<file path="src/rtl/prim_clock_gate_ctrl.sv">
// prim_clock_gate_ctrl
// ---------------------------------------------------------------------------
// Controls one shared gated clock. The enables from NumReq clients and a
// force-on input are combined. The block then drives the enable of one
// downstream clock gate cell, which sits after this block.
//
// Before any client is acknowledged, the enable stays high for WakeCycles
// cycles. This gives the gated clock time to settle. When every request
// has gone away, the enable stays high for IdleCycles more cycles before
// the clock is gated off.
//
// Ports
//   clk_i        free-running clock
//   rst_ni       asynchronous active-low reset
//   req_i        level request per client, held until the client is done
//   force_on_i   keeps the clock enabled; acts as a requester with no ack
//   ack_o        per-client grant; the gated clock is stable while high
//   en_o         enable to the clock gate cell (registered-state decode)
//   busy_o       sequencer is not in OFF
//   off_pulse_o  one-cycle pulse on the first OFF cycle after HOLD
// ---------------------------------------------------------------------------
module prim_clock_gate_ctrl #(
  parameter int unsigned NumReq     = 4,
  parameter int unsigned WakeCycles = 2,
  parameter int unsigned IdleCycles = 8
) (
  input  logic              clk_i,
  input  logic              rst_ni,
  input  logic [NumReq-1:0] req_i,
  input  logic              force_on_i,
  output logic [NumReq-1:0] ack_o,
  output logic              en_o,
  output logic              busy_o,
  output logic              off_pulse_o
);

  localparam int unsigned MaxCycles = (WakeCycles > IdleCycles) ? WakeCycles : IdleCycles;
  localparam int unsigned CntW      = $clog2(MaxCycles) + 1;

  localparam logic [CntW-1:0] WakeLoad = CntW'(WakeCycles - 1);
  localparam logic [CntW-1:0] IdleLoad = CntW'(IdleCycles - 1);

  typedef enum logic [1:0] {
    StOff  = 2'd0,
    StWake = 2'd1,
    StOn   = 2'd2,
    StHold = 2'd3
  } state_e;

  state_e          state_reg, state_next;
  logic [CntW-1:0] cnt_reg, cnt_next;
  logic            off_pulse_reg, off_pulse_next;
  logic            any_req;
  logic            grant_window;

  assign any_req = (|req_i) | force_on_i;

  always_ff @(posedge clk_i or negedge rst_ni) begin
    if (!rst_ni) begin
      state_reg     <= StOff;
      cnt_reg       <= '0;
      off_pulse_reg <= 1'b0;
    end else begin
      state_reg     <= state_next;
      cnt_reg       <= cnt_next;
      off_pulse_reg <= off_pulse_next;
    end
  end

  always_comb begin
    state_next = state_reg;
    cnt_next   = cnt_reg;

    case (state_reg)
      StOff: begin
        if (any_req) begin
          state_next = StWake;
          cnt_next   = WakeLoad;
        end
      end

      // WAKE always runs to completion. A request that drops during
      // settling is simply not acknowledged later.
      StWake: begin
        if (cnt_reg == '0) begin
          state_next = StOn;
        end else begin
          cnt_next = cnt_reg - CntW'(1);
        end
      end

      StOn: begin
        if (!any_req) begin
          state_next = StHold;
          cnt_next   = IdleLoad;
        end
      end

      // A returning request wins over the counter expiring. The clock is
      // still running, so the client can be acknowledged straight away.
      StHold: begin
        if (any_req) begin
          state_next = StOn;
        end else if (cnt_reg == '0) begin
          state_next = StOff;
        end else begin
          cnt_next = cnt_reg - CntW'(1);
        end
      end

      default: begin
        state_next = StOff;
        cnt_next   = '0;
      end
    endcase
  end

  // The pulse is registered, so it lines up with the first OFF cycle.
  assign off_pulse_next = (state_reg == StHold) && (state_next == StOff);

  // The enable decodes registered state only. No input reaches the gate
  // cell through a combinational path, so it cannot glitch.
  assign en_o        = (state_reg != StOff);
  assign busy_o      = (state_reg != StOff);
  assign off_pulse_o = off_pulse_reg;

  // The ack is combinational from req_i. A client's ack therefore falls in
  // the same cycle as its request.
  assign grant_window = (state_reg == StOn);

  for (genvar gi = 0; gi < NumReq; gi++) begin : g_ack
    assign ack_o[gi] = req_i[gi] & grant_window;
  end

endmodule

</file>
<file path="config.mk">
export PLATFORM = sky130hd
export DESIGN_NAME = prim_clock_gate_ctrl
export DESIGN_NICKNAME = d
export VERILOG_FILES = /design/src/rtl/prim_clock_gate_ctrl.sv
export SDC_FILE = /design/constraint.sdc
export NUM_CORES = 1
export LEC_CHECK = 0
export ABC_AREA = 1
export CORE_AREA = 5 5 42 44
export CTS_BUF_LIST = sky130_fd_sc_hd__clkbuf_4
export DETAILED_ROUTE_END_ITERATION = 10
export DIE_AREA = 0 0 47 49
export PLACE_DENSITY_LB_ADDON = 0.15
export SETUP_SLACK_MARGIN = 0.5
export SLEW_MARGIN = 20
export SYNTH_ARGS = -nofsm -noshare
export SYNTH_HDL_FRONTEND = slang
export SYNTH_SLANG_ARGS = --single-unit
</file>
<file path="constraint.sdc">
create_clock -name clk_i -period 1.5 [get_ports clk_i]
set_input_delay 0.375 -clock clk_i [delete_from_list [all_inputs] [get_ports clk_i]]
set_output_delay 0.375 -clock clk_i [all_outputs]
set_load 0.03 [all_outputs]
</file>
==> results.toml, run 1 <==
[pwr]
p_per_area_nw_per_um2 = 1120
seqPwrFrac_pct = 29.9
power_switching_uw = 343
combPwrFrac_pct = 49.3
ir_drop_v = 0.000926
p_leak_uw = 0.000381
clock_power_share_pct = 20.8
power.internal_uw = 577
power.share.switching_pct = 37.2

[clock_tree]
clk_pin_slew_worst_paths_ps = 50
cts_max_path_buffers = 2
cts_tree = "done"
ctsHoldBuffers = 0
cts_sinks = 7
clk_root_buffer_cell = "clkbuf_4"
insertion_delay_ps = 250
numCtsBuffers = 3
cts_htree_levels = 1

[timing]
holdWs_ps = 381
fin_crit_ps = 1520
clock_skew_ps = 1.44
hold_viol = 0
period_share_pct = 101
setup_slack_ps = -19.5
fmax_mhz = 658
finalMaxSlewViolations = 0
maxSlewHeadroom_pct = 78.8
rsz0062_at_grt = "yes"
tightest_slew_ps = 318
setup_viol = 5

[layout]
drive_gt1_share_pct = 53.6
multi_input_area_um2 = 320
fillCellCount = 127
seqCellArea_um2 = 175
nets = 93
antennaDiodeCount = 0
final_util_pct = 58.4
largest_reg_flops = 4
instances_no_fill = 100
areaGrowthSynthToFinish_pct = 77.7

[detailed_routing]
ant_nets = 0
viasPerCell = 4.62
num_vias = 462
wl_per_cell_um = 11.0
drc = 0
drtIter0Drc = 11
routed_wirelength_um = 1100
firstDrtPassIters = 4

[synthesis]
ys_types = 19
synth-seq-cells = 7
syn_nets = 65
syn_area_um2 = 460
syn_avg_cell_area_um2 = 8.08
ys.warnings.count = 0
yosysSeqAreaShare_pct = 38.0
syn_inst = 57

[die]
pin_count = 14
start_util_pct = 32.9
fp.dieH_um = 49
num_rows = 14
fp.dieW_um = 47
die-area_um2 = 2300
coreArea_um2 = 1400

[placed_design]
dp_cells = 88
dp_slack_ps = -164
place_hpwl_um = 800
place_congestion = 0.735
io_buffers = 13

[flow_run]
drv_cap = 0

[critical_path]
worstPathRequired_ps = 1120
cp-end-kind = "primary output"
critical_path_class = "register to primary output"
start_kind = "register"
cp_max_fo = 5
crit_arrival_ps = 1140

[run_status]
status = "finished with violations"
violations = "setup timing"

[hold_path]
holdCritPathClass = "primary input to asynchronous set/reset pin"

[grt]
grt_antenna_before_repair = 0
grt_max_degree = 8
grt_usage_pct = 11.7
overflow = 0
grt_pass1_wl_um = 1920
grt_pass1_vias = 476
[cells in the mapped netlist (all sizes together)]
cell type	count	share of area, %
ha	1	2.7
inv	12	9.8
nand2	13	12
nor3	1	1.1
nand3	3	5.4
o21ai	3	3.3
dfrtp	7	38
buf	1	1.6
a21oi	2	2.2
nand4	5	11
nor2	8	11
xor2	1	1.9
[worst paths after layout]
path / endpoint / depth (start not counted) / from / slack [ps]
setup / recovery: ack_o[3] / 5 / state_reg[0]$_DFF_PN0_ / -20
hold / removal: state_reg[0]$_DFF_PN0_ / 1 / rst_ni / 380
setup reg to reg: cnt_reg[3]$_DFFE_PN0P_ / 7 / cnt_reg[1]$_DFFE_PN0P_ / 340
hold reg to reg: cnt_reg[3]$_DFFE_PN0P_ / 2 / cnt_reg[3]$_DFFE_PN0P_ / 520
max in group asynchronous: cnt_reg[0]$_DFFE_PN0P_ / 1 / rst_ni / 880
min in group clk_i: cnt_reg[3]$_DFFE_PN0P_ / 2 / cnt_reg[3]$_DFFE_PN0P_ / 520
[through the flow]
step / power (uW) / instance area [um^2] / setup TNS [ps]
after detailed placement: 620 / 679 / -1230
final: 920 / 818 / -73.7
after global routing: 1000 / 818 / -429
after global placement: 616 / 679 / -1120
after CTS: 883 / 795 / -109
after floorplan: 533 / 528 / 0
[layout by cell type (no fill, tap or decap), types with 2 or more instances in the layout]
cell / Yosys / layout
clkbuf_4: 0 / 4
inv_1: 12 / 6
nand4_1: 3 / 3
inv_2: 0 / 4
dfrtp_1: 7 / 7
nand2_1: 11 / 10
buf_4: 1 / 9
nor2_4: 2 / 7
buf_6: 0 / 7
a21oi_1: 2 / 2
dlygate4sd2_1: 0 / 5
o21ai_1: 1 / 2
[power groups by stage]
| stage | Combinational (uW) | Clock (uW) | Sequential (uW) |
|---|---|---|---|
| 2_1_floorplan | 260 | 0 | 273 |
| 3_3_place_gp | 336 | 0 | 280 |
| 3_5_place_dp | 340 | 0 | 280 |
| 4_1_cts | 410 | 198 | 275 |
| 5_1_grt | 506 | 220 | 279 |
| 6_report | 453 | 191 | 275 |
[area by class of cell]
type                    instances  share of cell area [%]
clock buffers                   4                    3.67
inverters                      12                    6.88
multi-input cells              37                    39.1
flip-flops and latches          7                    21.4
well taps                      16                    2.45
repair buffers                 24                    26.5
[cell families after synthesis]
kind of cell | after synthesis | synth area share [%]
buffers and inverters | 13 | 11.4
AOI/OAI and AO/OA | 5 | 5.43
adders and majority gates | 1 | 2.72
DFF | 7 | 38.0
xor gates and xnor gates | 1 | 1.90
and+or+nand+nor | 30 | 40.5
[worst max-delay path: stages, from the launching register on]
cell and delay [ps]:
dfrtp_1 400, buf_6 140, inv_8 60, nand2_8 70, nor2_4 90, buf_6 130
[what timing repair did]
| action | 4_1_cts | 5_1_grt |
|---|---|---|
| pin swaps | 4 | 1 |
| gates resized for setup | 31 | 2 |
| hold endpoints to repair | 0 | 0 |
| cloned | 0 | 0 |
| setup buffers | 6 | 2 |
| endpoints found under the setup margin | 14 | 14 |
[routing by layer]
layer / track usage (%) / vias to the layer above / wire length, um
met1: 13.2 / 213 / 435
met4: 5.53 / 0 / 14
met3: 6.64 / 2 / 49
met5: 0 / - / 0
li1: - / 235 / -
met2: 17.2 / 12 / 596
(Power assumes the default switching activity.)
==> run 2: changes to the inputs <==
CAP_MARGIN = 20   (was unset)
==> results of run 2 <==
Same layout as run 1: the final DEF is identical, and so are final timing and power.
